[src/rtl/mem_arb_pkg.sv]
// Shared types and helpers for the IFU/LSU memory port arbiter.
package mem_arb_pkg;

  localparam int unsigned LEGAL_MASK_BITS = 8;

  typedef enum logic [1:0] {
    IDLE  = 2'd0,
    ISSUE = 2'd1,
    CAPT  = 2'd2,
    RESP  = 2'd3
  } state_e;

  typedef enum logic {
    OWN_IFU = 1'b0,
    OWN_LSU = 1'b1
  } owner_e;

  // Byte, half, word and double write masks; anything else is rejected.
  localparam logic [LEGAL_MASK_BITS-1:0] MASK_B = 8'h01;
  localparam logic [LEGAL_MASK_BITS-1:0] MASK_H = 8'h03;
  localparam logic [LEGAL_MASK_BITS-1:0] MASK_W = 8'h0F;
  localparam logic [LEGAL_MASK_BITS-1:0] MASK_D = 8'hFF;

  function automatic logic mask_legal(input logic [LEGAL_MASK_BITS-1:0] m);
    return (m == MASK_B) || (m == MASK_H) || (m == MASK_W) || (m == MASK_D);
  endfunction

endpackage

[src/rtl/mem_port_arbiter_if.sv]
// Request/response channels for IFU and LSU plus the shared memory port.
interface mem_port_arbiter_if #(
  parameter int unsigned ADDR_W = 64,
  parameter int unsigned DATA_W = 64,
  parameter int unsigned MASK_W = 8
);

  logic              ifu_req_valid;
  logic              ifu_req_ready;
  logic [ADDR_W-1:0] ifu_req_addr;
  logic              ifu_resp_valid;
  logic              ifu_resp_ready;
  logic [DATA_W-1:0] ifu_resp_data;

  logic              lsu_req_valid;
  logic              lsu_req_ready;
  logic [ADDR_W-1:0] lsu_req_addr;
  logic              lsu_req_wen;
  logic [DATA_W-1:0] lsu_req_wdata;
  logic [MASK_W-1:0] lsu_req_wmask;
  logic              lsu_resp_valid;
  logic              lsu_resp_ready;
  logic [DATA_W-1:0] lsu_resp_rdata;
  logic              lsu_resp_err;

  logic              mem_rd_en;
  logic [ADDR_W-1:0] mem_rd_addr;
  logic [DATA_W-1:0] mem_rd_data;
  logic              mem_we_en;
  logic [ADDR_W-1:0] mem_we_addr;
  logic [DATA_W-1:0] mem_we_data;
  logic [MASK_W-1:0] mem_we_mask;

  // Arbiter side.
  modport slave (
    input  ifu_req_valid, ifu_req_addr, ifu_resp_ready,
    input  lsu_req_valid, lsu_req_addr, lsu_req_wen, lsu_req_wdata, lsu_req_wmask,
    input  lsu_resp_ready, mem_rd_data,
    output ifu_req_ready, ifu_resp_valid, ifu_resp_data,
    output lsu_req_ready, lsu_resp_valid, lsu_resp_rdata, lsu_resp_err,
    output mem_rd_en, mem_rd_addr, mem_we_en, mem_we_addr, mem_we_data, mem_we_mask
  );

  // Core pipeline and memory side.
  modport master (
    output ifu_req_valid, ifu_req_addr, ifu_resp_ready,
    output lsu_req_valid, lsu_req_addr, lsu_req_wen, lsu_req_wdata, lsu_req_wmask,
    output lsu_resp_ready, mem_rd_data,
    input  ifu_req_ready, ifu_resp_valid, ifu_resp_data,
    input  lsu_req_ready, lsu_resp_valid, lsu_resp_rdata, lsu_resp_err,
    input  mem_rd_en, mem_rd_addr, mem_we_en, mem_we_addr, mem_we_data, mem_we_mask
  );

endinterface

[src/rtl/rr_arb2.sv]
// Two-way round-robin grant: a lone request wins, a tie goes to the
// requester that was not served last. req/gnt bit 0 = IFU, bit 1 = LSU.
module rr_arb2
  import mem_arb_pkg::*;
(
  input  logic [1:0] req,
  input  owner_e     last,
  output logic [1:0] gnt
);

  // Purely combinational one-hot grant.
  always_comb begin
    gnt = 2'b00;
    unique case (req)
      2'b01:   gnt = 2'b01;
      2'b10:   gnt = 2'b10;
      2'b11:   gnt = (last == OWN_LSU) ? 2'b01 : 2'b10;
      default: gnt = 2'b00;
    endcase
  end

endmodule

[src/rtl/mem_port_arbiter.sv]
// Shares one memory port between IFU (read-only) and LSU (read/write),
// one transaction in flight: IDLE -> ISSUE -> (CAPT) -> RESP -> IDLE.
module mem_port_arbiter #(
  parameter int unsigned ADDR_W = 64,
  parameter int unsigned DATA_W = 64,
  parameter int unsigned MASK_W = 8
) (
  input logic               clk,
  input logic               rst,
  mem_port_arbiter_if.slave bus
);

  import mem_arb_pkg::*;

  state_e            state_q, state_d;
  owner_e            owner_q, owner_d;
  owner_e            rr_last_q, rr_last_d;
  logic              wen_q, wen_d;
  logic              err_q, err_d;

  logic              mem_rd_en_q, mem_rd_en_d;
  logic [ADDR_W-1:0] mem_rd_addr_q, mem_rd_addr_d;
  logic              mem_we_en_q, mem_we_en_d;
  logic [ADDR_W-1:0] mem_we_addr_q, mem_we_addr_d;
  logic [DATA_W-1:0] mem_we_data_q, mem_we_data_d;
  logic [MASK_W-1:0] mem_we_mask_q, mem_we_mask_d;

  logic              ifu_resp_valid_q, ifu_resp_valid_d;
  logic [DATA_W-1:0] ifu_resp_data_q, ifu_resp_data_d;
  logic              lsu_resp_valid_q, lsu_resp_valid_d;
  logic [DATA_W-1:0] lsu_resp_rdata_q, lsu_resp_rdata_d;
  logic              lsu_resp_err_q, lsu_resp_err_d;

  logic              ifu_req_ready_c, lsu_req_ready_c;
  logic [1:0]        gnt;
  logic              wmask_ok;

  rr_arb2 u_rr_arb2 (
    .req  ({bus.lsu_req_valid, bus.ifu_req_valid}),
    .last (rr_last_q),
    .gnt  (gnt)
  );

  assign wmask_ok = mask_legal(8'(bus.lsu_req_wmask));

  // State, latched request info and registered outputs.
  always_ff @(posedge clk or posedge rst) begin
    if (rst) begin
      state_q          <= IDLE;
      owner_q          <= OWN_IFU;
      rr_last_q        <= OWN_LSU;
      wen_q            <= 1'b0;
      err_q            <= 1'b0;
      mem_rd_en_q      <= 1'b0;
      mem_rd_addr_q    <= '0;
      mem_we_en_q      <= 1'b0;
      mem_we_addr_q    <= '0;
      mem_we_data_q    <= '0;
      mem_we_mask_q    <= '0;
      ifu_resp_valid_q <= 1'b0;
      ifu_resp_data_q  <= '0;
      lsu_resp_valid_q <= 1'b0;
      lsu_resp_rdata_q <= '0;
      lsu_resp_err_q   <= 1'b0;
    end else begin
      state_q          <= state_d;
      owner_q          <= owner_d;
      rr_last_q        <= rr_last_d;
      wen_q            <= wen_d;
      err_q            <= err_d;
      mem_rd_en_q      <= mem_rd_en_d;
      mem_rd_addr_q    <= mem_rd_addr_d;
      mem_we_en_q      <= mem_we_en_d;
      mem_we_addr_q    <= mem_we_addr_d;
      mem_we_data_q    <= mem_we_data_d;
      mem_we_mask_q    <= mem_we_mask_d;
      ifu_resp_valid_q <= ifu_resp_valid_d;
      ifu_resp_data_q  <= ifu_resp_data_d;
      lsu_resp_valid_q <= lsu_resp_valid_d;
      lsu_resp_rdata_q <= lsu_resp_rdata_d;
      lsu_resp_err_q   <= lsu_resp_err_d;
    end
  end

  // Next state, next registered outputs and the combinational request readies.
  always_comb begin
    state_d          = state_q;
    owner_d          = owner_q;
    rr_last_d        = rr_last_q;
    wen_d            = wen_q;
    err_d            = err_q;
    mem_rd_en_d      = 1'b0;
    mem_rd_addr_d    = '0;
    mem_we_en_d      = 1'b0;
    mem_we_addr_d    = '0;
    mem_we_data_d    = '0;
    mem_we_mask_d    = '0;
    ifu_resp_valid_d = ifu_resp_valid_q;
    ifu_resp_data_d  = ifu_resp_data_q;
    lsu_resp_valid_d = lsu_resp_valid_q;
    lsu_resp_rdata_d = lsu_resp_rdata_q;
    lsu_resp_err_d   = lsu_resp_err_q;
    ifu_req_ready_c  = 1'b0;
    lsu_req_ready_c  = 1'b0;

    unique case (state_q)
      IDLE: begin
        // Readies drop for the loser of a tie; held low while in reset.
        ifu_req_ready_c = ~rst & ~gnt[1];
        lsu_req_ready_c = ~rst & ~gnt[0];
        if (gnt[0]) begin
          owner_d       = OWN_IFU;
          rr_last_d     = OWN_IFU;
          wen_d         = 1'b0;
          err_d         = 1'b0;
          mem_rd_en_d   = 1'b1;
          mem_rd_addr_d = bus.ifu_req_addr;
          state_d       = ISSUE;
        end else if (gnt[1]) begin
          owner_d   = OWN_LSU;
          rr_last_d = OWN_LSU;
          wen_d     = bus.lsu_req_wen;
          err_d     = bus.lsu_req_wen & ~wmask_ok;
          if (!bus.lsu_req_wen) begin
            mem_rd_en_d   = 1'b1;
            mem_rd_addr_d = bus.lsu_req_addr;
          end else if (wmask_ok) begin
            mem_we_en_d   = 1'b1;
            mem_we_addr_d = bus.lsu_req_addr;
            mem_we_data_d = bus.lsu_req_wdata;
            mem_we_mask_d = bus.lsu_req_wmask;
          end
          state_d = ISSUE;
        end
      end
      ISSUE: begin
        // Writes (legal or suppressed) respond directly; reads wait for data.
        if (wen_q) begin
          lsu_resp_valid_d = 1'b1;
          lsu_resp_rdata_d = '0;
          lsu_resp_err_d   = err_q;
          state_d          = RESP;
        end else begin
          state_d = CAPT;
        end
      end
      CAPT: begin
        // Memory clears rd_data on the next edge, so capture it now.
        if (owner_q == OWN_IFU) begin
          ifu_resp_valid_d = 1'b1;
          ifu_resp_data_d  = bus.mem_rd_data;
        end else begin
          lsu_resp_valid_d = 1'b1;
          lsu_resp_rdata_d = bus.mem_rd_data;
          lsu_resp_err_d   = 1'b0;
        end
        state_d = RESP;
      end
      RESP: begin
        if (owner_q == OWN_IFU) begin
          if (bus.ifu_resp_ready) begin
            ifu_resp_valid_d = 1'b0;
            ifu_resp_data_d  = '0;
            state_d          = IDLE;
          end
        end else if (bus.lsu_resp_ready) begin
          lsu_resp_valid_d = 1'b0;
          lsu_resp_rdata_d = '0;
          lsu_resp_err_d   = 1'b0;
          state_d          = IDLE;
        end
      end
      default: state_d = IDLE;
    endcase
  end

  assign bus.ifu_req_ready  = ifu_req_ready_c;
  assign bus.lsu_req_ready  = lsu_req_ready_c;
  assign bus.ifu_resp_valid = ifu_resp_valid_q;
  assign bus.ifu_resp_data  = ifu_resp_data_q;
  assign bus.lsu_resp_valid = lsu_resp_valid_q;
  assign bus.lsu_resp_rdata = lsu_resp_rdata_q;
  assign bus.lsu_resp_err   = lsu_resp_err_q;
  assign bus.mem_rd_en      = mem_rd_en_q;
  assign bus.mem_rd_addr    = mem_rd_addr_q;
  assign bus.mem_we_en      = mem_we_en_q;
  assign bus.mem_we_addr    = mem_we_addr_q;
  assign bus.mem_we_data    = mem_we_data_q;
  assign bus.mem_we_mask    = mem_we_mask_q;

endmodule

[src/flat_wrapper.sv]
// flat-port wrapper written by rule: the top's interface ports become plain ports
module mem_port_arbiter_flat import mem_arb_pkg::*;
#(
  parameter int unsigned ADDR_W = 64,
  parameter int unsigned DATA_W = 64,
  parameter int unsigned MASK_W = 8
)
  (clk, rst, bus_ifu_req_valid, bus_ifu_req_addr, bus_ifu_resp_ready, bus_lsu_req_valid, bus_lsu_req_addr, bus_lsu_req_wen, bus_lsu_req_wdata, bus_lsu_req_wmask, bus_lsu_resp_ready, bus_mem_rd_data, bus_ifu_req_ready, bus_ifu_resp_valid, bus_ifu_resp_data, bus_lsu_req_ready, bus_lsu_resp_valid, bus_lsu_resp_rdata, bus_lsu_resp_err, bus_mem_rd_en, bus_mem_rd_addr, bus_mem_we_en, bus_mem_we_addr, bus_mem_we_data, bus_mem_we_mask);
  mem_port_arbiter_if #(.ADDR_W(ADDR_W), .DATA_W(DATA_W), .MASK_W(MASK_W)) bus_i ();
  input logic clk;
  input logic rst;
  input wire logic [$bits(bus_i.ifu_req_valid)-1:0] bus_ifu_req_valid;
  input wire logic [$bits(bus_i.ifu_req_addr)-1:0] bus_ifu_req_addr;
  input wire logic [$bits(bus_i.ifu_resp_ready)-1:0] bus_ifu_resp_ready;
  input wire logic [$bits(bus_i.lsu_req_valid)-1:0] bus_lsu_req_valid;
  input wire logic [$bits(bus_i.lsu_req_addr)-1:0] bus_lsu_req_addr;
  input wire logic [$bits(bus_i.lsu_req_wen)-1:0] bus_lsu_req_wen;
  input wire logic [$bits(bus_i.lsu_req_wdata)-1:0] bus_lsu_req_wdata;
  input wire logic [$bits(bus_i.lsu_req_wmask)-1:0] bus_lsu_req_wmask;
  input wire logic [$bits(bus_i.lsu_resp_ready)-1:0] bus_lsu_resp_ready;
  input wire logic [$bits(bus_i.mem_rd_data)-1:0] bus_mem_rd_data;
  output wire logic [$bits(bus_i.ifu_req_ready)-1:0] bus_ifu_req_ready;
  output wire logic [$bits(bus_i.ifu_resp_valid)-1:0] bus_ifu_resp_valid;
  output wire logic [$bits(bus_i.ifu_resp_data)-1:0] bus_ifu_resp_data;
  output wire logic [$bits(bus_i.lsu_req_ready)-1:0] bus_lsu_req_ready;
  output wire logic [$bits(bus_i.lsu_resp_valid)-1:0] bus_lsu_resp_valid;
  output wire logic [$bits(bus_i.lsu_resp_rdata)-1:0] bus_lsu_resp_rdata;
  output wire logic [$bits(bus_i.lsu_resp_err)-1:0] bus_lsu_resp_err;
  output wire logic [$bits(bus_i.mem_rd_en)-1:0] bus_mem_rd_en;
  output wire logic [$bits(bus_i.mem_rd_addr)-1:0] bus_mem_rd_addr;
  output wire logic [$bits(bus_i.mem_we_en)-1:0] bus_mem_we_en;
  output wire logic [$bits(bus_i.mem_we_addr)-1:0] bus_mem_we_addr;
  output wire logic [$bits(bus_i.mem_we_data)-1:0] bus_mem_we_data;
  output wire logic [$bits(bus_i.mem_we_mask)-1:0] bus_mem_we_mask;
  assign bus_i.ifu_req_valid = bus_ifu_req_valid;
  assign bus_i.ifu_req_addr = bus_ifu_req_addr;
  assign bus_i.ifu_resp_ready = bus_ifu_resp_ready;
  assign bus_i.lsu_req_valid = bus_lsu_req_valid;
  assign bus_i.lsu_req_addr = bus_lsu_req_addr;
  assign bus_i.lsu_req_wen = bus_lsu_req_wen;
  assign bus_i.lsu_req_wdata = bus_lsu_req_wdata;
  assign bus_i.lsu_req_wmask = bus_lsu_req_wmask;
  assign bus_i.lsu_resp_ready = bus_lsu_resp_ready;
  assign bus_i.mem_rd_data = bus_mem_rd_data;
  assign bus_ifu_req_ready = bus_i.ifu_req_ready;
  assign bus_ifu_resp_valid = bus_i.ifu_resp_valid;
  assign bus_ifu_resp_data = bus_i.ifu_resp_data;
  assign bus_lsu_req_ready = bus_i.lsu_req_ready;
  assign bus_lsu_resp_valid = bus_i.lsu_resp_valid;
  assign bus_lsu_resp_rdata = bus_i.lsu_resp_rdata;
  assign bus_lsu_resp_err = bus_i.lsu_resp_err;
  assign bus_mem_rd_en = bus_i.mem_rd_en;
  assign bus_mem_rd_addr = bus_i.mem_rd_addr;
  assign bus_mem_we_en = bus_i.mem_we_en;
  assign bus_mem_we_addr = bus_i.mem_we_addr;
  assign bus_mem_we_data = bus_i.mem_we_data;
  assign bus_mem_we_mask = bus_i.mem_we_mask;
  mem_port_arbiter #(.ADDR_W(ADDR_W), .DATA_W(DATA_W), .MASK_W(MASK_W)) u_core (.clk(clk), .rst(rst), .bus(bus_i));
endmodule
[config.mk]
export PLATFORM = sky130hd
export DESIGN_NAME = mem_port_arbiter_flat
export DESIGN_NICKNAME = d
export VERILOG_FILES = /design/src/rtl/mem_arb_pkg.sv /design/src/rtl/mem_port_arbiter_if.sv /design/src/rtl/rr_arb2.sv /design/src/rtl/mem_port_arbiter.sv /design/src/flat_wrapper.sv
export SDC_FILE = /design/constraint.sdc
export NUM_CORES = 1
export LEC_CHECK = 0
export BUFFER_PORTS_ARGS = -buffer_cell sky130_fd_sc_hd__buf_2
export CORE_AREA = 3 3 236 238
export DETAILED_ROUTE_END_ITERATION = 7
export DIE_AREA = 0 0 239 241
export MAX_ROUTING_LAYER = met4
export PLACE_DENSITY = 0.6
export REMOVE_ABC_BUFFERS = 1
export SLEW_MARGIN = 20
export SYNTH_ARGS = -nofsm -noshare
export SYNTH_HDL_FRONTEND = slang
export SYNTH_SLANG_ARGS = --single-unit
[constraint.sdc]
create_clock -name clk -period 10.83 [get_ports clk]
set_input_delay 1.6245 -clock clk [delete_from_list [all_inputs] [get_ports clk]]
set_output_delay 1.6245 -clock clk [all_outputs]
set_load 0.005 [all_outputs]
# Word level (Yosys, flattened, before mapping)

Index checks and enable logic that the tools add are counted.

Latch bits: 0
Bits in read-only memories: 0
Bits in writable memories: 0
Register bits: 339
Memories: 0
Output and inout bits: 335
Logic and storage cells: 120

$mul: 0
Shift-type cells: 0
Equality and inequality tests: 20
Divide/modulo/power cells: 0
Bitwise gates (word level): 7
Muxes and demuxes: 66
$add $sub $neg: 0
Order comparisons: 0
Reductions and logical operators: 11

Operator list:

| cell                                                                    | count |
|---|---|
| 64-bit two-way mux                                                      | 21 |
| 64-bit case mux with 3 select lines                                     | 1 |
| 64-bit case mux with 2 select lines                                     | 1 |
| 8-bit two-way mux                                                       | 5 |
| 1-bit two-way mux                                                       | 27 |
| 2-bit two-way mux                                                       | 6 |
| 2-bit == test, second input constant                                    | 4 |
| 8-bit by 1-bit == test with 1-bit output, second input constant         | 1 |
| 8-bit by 2-bit == test with 1-bit output, second input constant         | 1 |
| 8-bit by 4-bit == test with 1-bit output, second input constant         | 1 |
| 8-bit == test, second input constant                                    | 1 |
| 2-bit inequality test, second input constant                            | 4 |
| 2-bit case mux with 4 select lines                                      | 1 |
| 2-bit by 1-bit inequality test with 1-bit output, second input constant | 3 |
| 1-bit case mux with 3 select lines                                      | 2 |
| 2-bit case mux with 3 select lines                                      | 1 |
| 5-bit AND reduction                                                     | 1 |
| 2-bit by 1-bit == test with 1-bit output, second input constant         | 2 |
| 1-bit NOT                                                               | 4 |
| 4-bit AND reduction                                                     | 1 |
| 2-bit nonzero test                                                      | 2 |
| 1-bit AND                                                               | 3 |
| 1-bit logical OR                                                        | 3 |
| 3-bit by 1-bit inequality test with 1-bit output, second input constant | 1 |
| 7 further kinds                                                         | 7 |

# Longest topological paths before layout

Word-level depth: 9
Depth in mapped cells: 7
Mapped depth without buffers: 5

# Hierarchy

Synthesis repeated with hierarchy kept, for this count alone.

Cells, all modules: 1148
Area total of the unflattened synthesis: 13703.1 um^2

Modules (own cells, without submodules):

| module           | cells an instance | times used | area an instance (um^2) |
|---|---|---|---|
| mem_port_arbiter | 1145              | 1          | 13684.4 |
| rr_arb2          | 3                 | 1          | 18.8 |

# Worst setup path before layout

Ideal clock, no wire load.

Kind: input to output
Start: input port rst
End: output port bus_ifu_req_ready
Data arrival time: 9387 ps
Stages: 3
Path slack: -182 ps
Path buffers: 0
Cell sequence: inv_1 -> nand2_1 -> a21oi_1

Longest elaborated chain between the ends: 3

RTL lines:

| element           | RTL line                | text |
|---|---|---|
| from (decl)       | flat_wrapper.sv:11      | `input logic rst;` |
| 1-bit NOT         | mem_port_arbiter.sv:109 | `ifu_req_ready_c = ~rst & ~gnt[1];` |
| 1-bit AND         | mem_port_arbiter.sv:109 |  |
| 1-bit two-way mux | mem_port_arbiter.sv:106 | `unique case (state_q)` |
| to (decl)         | flat_wrapper.sv:22      | `output wire logic [$bits(bus_i.ifu_req_ready)-1:0] bus_ifu_req_ready;` |

No other way between the ends.

# Worst setup path in the final report

Ends and elaborated chain as after synthesis.

==> impl_metrics.env <==
export IMPL_clock_sinks=339
export IMPL_synth_warnings=0
export IMPL_post_synth_xor_area_fraction_pct=0.0665
export IMPL_max_slew_margin_rel_pct=32.9
export IMPL_finalHoldViolCount=0
export IMPL_cts_root_buf="sky130_fd_sc_hd__clkbuf_16"
export IMPL_synth_seq_cells=339
export IMPL_outcome="finished, final reports clean"
export IMPL_maxClockFrequency_ghz=0.225
export IMPL_yosys_most_used_dff="sky130_fd_sc_hd__dfrtp_1"
export IMPL_routed_via_count=10500
export IMPL_timing_critical_path_mode_cell="sky130_fd_sc_hd__buf_2"
export IMPL_syn_area_mm2=0.0132
export IMPL_antenna_found_initial=7
export IMPL_detailed_place_hpwl_um=33300
export IMPL_synth_yosys_seq_area_share_pct=64.4
export IMPL_synthMuxAreaShare_pct=5.19
export IMPL_finish_instance_area_mm2=0.0181
export IMPL_timing_max_cap_violations=0
export IMPL_holdCritPathClass="reg2reg"
export IMPL_total_of_buffers_placed_on_input_and_output_ports=605
export IMPL_first_pass_iters=4
export IMPL_avgViaCountPerCell=4.43
export IMPL_wire_per_inst_um=18.8
export IMPL_synth_simple_gate_area_share_pct=3.15
export IMPL_yosys_area_share_adder_pct=0.380
export IMPL_cts_setup_buffers=0
export IMPL_rsz_0062_raised_after_global_routing="no"
export IMPL_row_count=85
export IMPL_cp_cell_instances="buf_2 -> inv_8 -> nand2_1 -> a21oi_1 -> buf_2"
export IMPL_tightestPinTransition_ps=1010
export IMPL_worstSetupEndpointType="output pin"
export IMPL_io_pins=606
export IMPL_cts_htree_levels=2
export IMPL_fp_coreArea_mm2=0.0538
export IMPL_grt_pass1_vias=10800
export IMPL_cts_max_path_buffers=3
export IMPL_layout_worst_path_cycle_share_pct=41.0
export IMPL_grt_total_usage_pct=15.3
export IMPL_drt_first_iter_violations=396
export IMPL_die_ar_mm2=0.0576
export IMPL_postCtsHoldBufs=0
export IMPL_timing_critical_path_slowest_cell_delay_ps=350
export IMPL_clock_tree_from_tritoncts="yes"
export IMPL_mostFrequentLayoutCells="sky130_fd_sc_hd__buf_2, sky130_fd_sc_hd__dfrtp_1, sky130_fd_sc_hd__inv_1, sky130_fd_sc_hd__a22o_1, sky130_fd_sc_hd__a211oi_1"
export IMPL_cts_buffers_inserted=39
export IMPL_worst_skew_pair_late_latency_ps=540
export IMPL_post_cts_resized=0
export IMPL_report_final_setup_viol=0
export IMPL_die_w_um=239
export IMPL_ratio_of_cells_with_drive_above_1_in_the_final_layout_pct=42.1
export IMPL_vdd_drop_max_mv=0.145
export IMPL_worst_r2r_setup_slack_ps=7970
export IMPL_synth_enable_flop_cells=0
export IMPL_worst_path_cell_with_the_longest_stage_delay="sky130_fd_sc_hd__inv_8"
export IMPL_placement_cell_area_mm2=0.0168
export IMPL_finClkSkew_ps=9.90
export IMPL_place_congestion=0.897
export IMPL_dominant_combinational_cell_family_by_area_after_synthesis="compound AO/OA/AOI/OAI gates"
export IMPL_filler_cell_count=5468
export IMPL_grt_remaining_overflow=0
export IMPL_clock_pin_slew_worst_setup_and_hold_paths_ps=60
export IMPL_period_minus_slack_ps=4440
export IMPL_synth_async_sr_flop_share_pct=100
export IMPL_route_antenna_remaining_nets=0
export IMPL_cp_max_fo=66
export IMPL_totalNegativeSetupSlack_ps=0
export IMPL_drc_errors=0
export IMPL_syn_area_per_cell_um2=12.3
export IMPL_design_final_nets=1919
export IMPL_static_leakage_power_nw=10.1
export IMPL_fin_total_pwr_w=0.00408
export IMPL_critical_path_arrival_ps=2820
export IMPL_most_common_cell_after_layout_fill_and_taps_aside="sky130_fd_sc_hd__buf_2"
export IMPL_drt_total_wl_um=44700
export IMPL_final_max_slew_viol_count=0
export IMPL_grt_pass1_wl_um=65500
export IMPL_pwr_density_cell_mw_per_mm2=225
export IMPL_initial_core_util_pct=24.5
export IMPL_syn_to_final_growth_pct=37.7
export IMPL_floorplan_die_height_um=241
export IMPL_netlist_instances=1073
export IMPL_pin_count_of_the_biggest_net_entering_global_routing=153
export IMPL_cp_start_kind="input port"
export IMPL_worst_ep_required_time_ps=9210
export IMPL_synth_lib_cells_used_distinct=41
export IMPL_timing_setup_critical_path_class="in2out"
export IMPL_synth_compound_area_share_pct=17.8
[worst max-delay path, delay by kind of cell]
| kind | cells | cell delay [ps] |
|---|---|---|
| buffers and inverters | 3 | 660 |
| AOI/OAI and AO/OA | 1 | 280 |
| and+or+nand+nor | 1 | 190 |
[flip-flops by register name, summed over array words and instances (netlist names)]
register,cells
u_core.bus.ifu_resp_data,64
u_core.bus.ifu_resp_valid,1
u_core.bus.lsu_resp_err,1
u_core.bus.lsu_resp_rdata,64
u_core.bus.lsu_resp_valid,1
u_core.bus.mem_rd_addr,64
u_core.bus.mem_rd_en,1
u_core.bus.mem_we_addr,64
u_core.bus.mem_we_data,64
u_core.bus.mem_we_en,1
u_core.bus.mem_we_mask,8
u_core.err_q,1
u_core.owner_q,1
u_core.rr_last_q,1
u_core.state_q,2
u_core.wen_q,1
[stage by stage]
step	util [%]	cells	setup slack, ps	hold WS (ps)
after floorplan	-	983	-207	458
after global placement	31.2	2299	6330	455
after detailed placement	31.2	2299	6320	464
after CTS	33.7	2369	6330	478
after global routing	33.7	2375	6270	482
final	33.7	2375	6390	471
[metal layers]
metal  track usage, %  share of wire, %
met5                -                 0
met4             5.15               2.9
met3             4.17               8.0
met2             26.1                50
met1             17.5                39
[report_power, final]
group          total [W]  switching (W)  internal [W]
clock network    0.00135       0.000532      0.000823
registers        0.00159       0.000110       0.00148
logic            0.00113       0.000623      0.000508
[synth_stat cells (all sizes together), types with 2 or more instances]
cell,n,share of area (%)
nand3,2,0.11
a211oi,133,8.0
dfrtp,338,64
buf,46,2.0
and4,2,0.13
clkbuf,44,1.3
nand2,70,2.0
nor2,3,0.086
a21o,2,0.11
nand2b,3,0.14
o2111a,2,0.17
inv,199,5.7
a32o,2,0.15
mux2,2,0.17
mux2i,66,5.0
nand4,2,0.095
ha,4,0.38
nor2b,4,0.19
a21oi,6,0.23
a22o,128,8.5
[final cells by class]
class                   instances  area [µm²]  share of cell area, %
inverters                     199         754                   4.16
flip-flops and latches        339        8480                   46.8
clock buffers                  56        1130                   6.23
diodes                          6        15.0                 0.0828
repair buffers                620        3150                   17.4
well taps                     696         871                   4.80
multi-input cells             445        3540                   19.5
clock inverters                14         188                   1.03
[cell families (layout without fill, tap and decap cells)]
| family | count (synthesis) | count (layout) |
|---|---|---|
| AOI/OAI and AO/OA | 281 | 281 |
| xor gates and xnor gates | 1 | 1 |
| adders and majority gates | 4 | 4 |
| buffers and inverters | 289 | 889 |
| DFF | 339 | 339 |
| muxes | 68 | 68 |
| other | 0 | 6 |
| and+or+nand+nor | 91 | 91 |
[path summary, 6_finish.rpt]
check	from	endpoint	cells past startpoint
worst max-delay path	rst	bus_ifu_req_ready	5
worst min-delay path	u_core.bus.ifu_resp_valid	u_core.bus.ifu_resp_valid	1
worst max register to register	u_core.state_q[0]	u_core.bus.lsu_resp_err	7
worst min register to register	u_core.bus.ifu_resp_valid	u_core.bus.ifu_resp_valid	1
max in group asynchronous	rst	u_core.bus.mem_we_data[17]	4
min in group asynchronous	rst	u_core.bus.mem_rd_addr[46]	2
No activity file was read; power rests on OpenSTA's default activity.
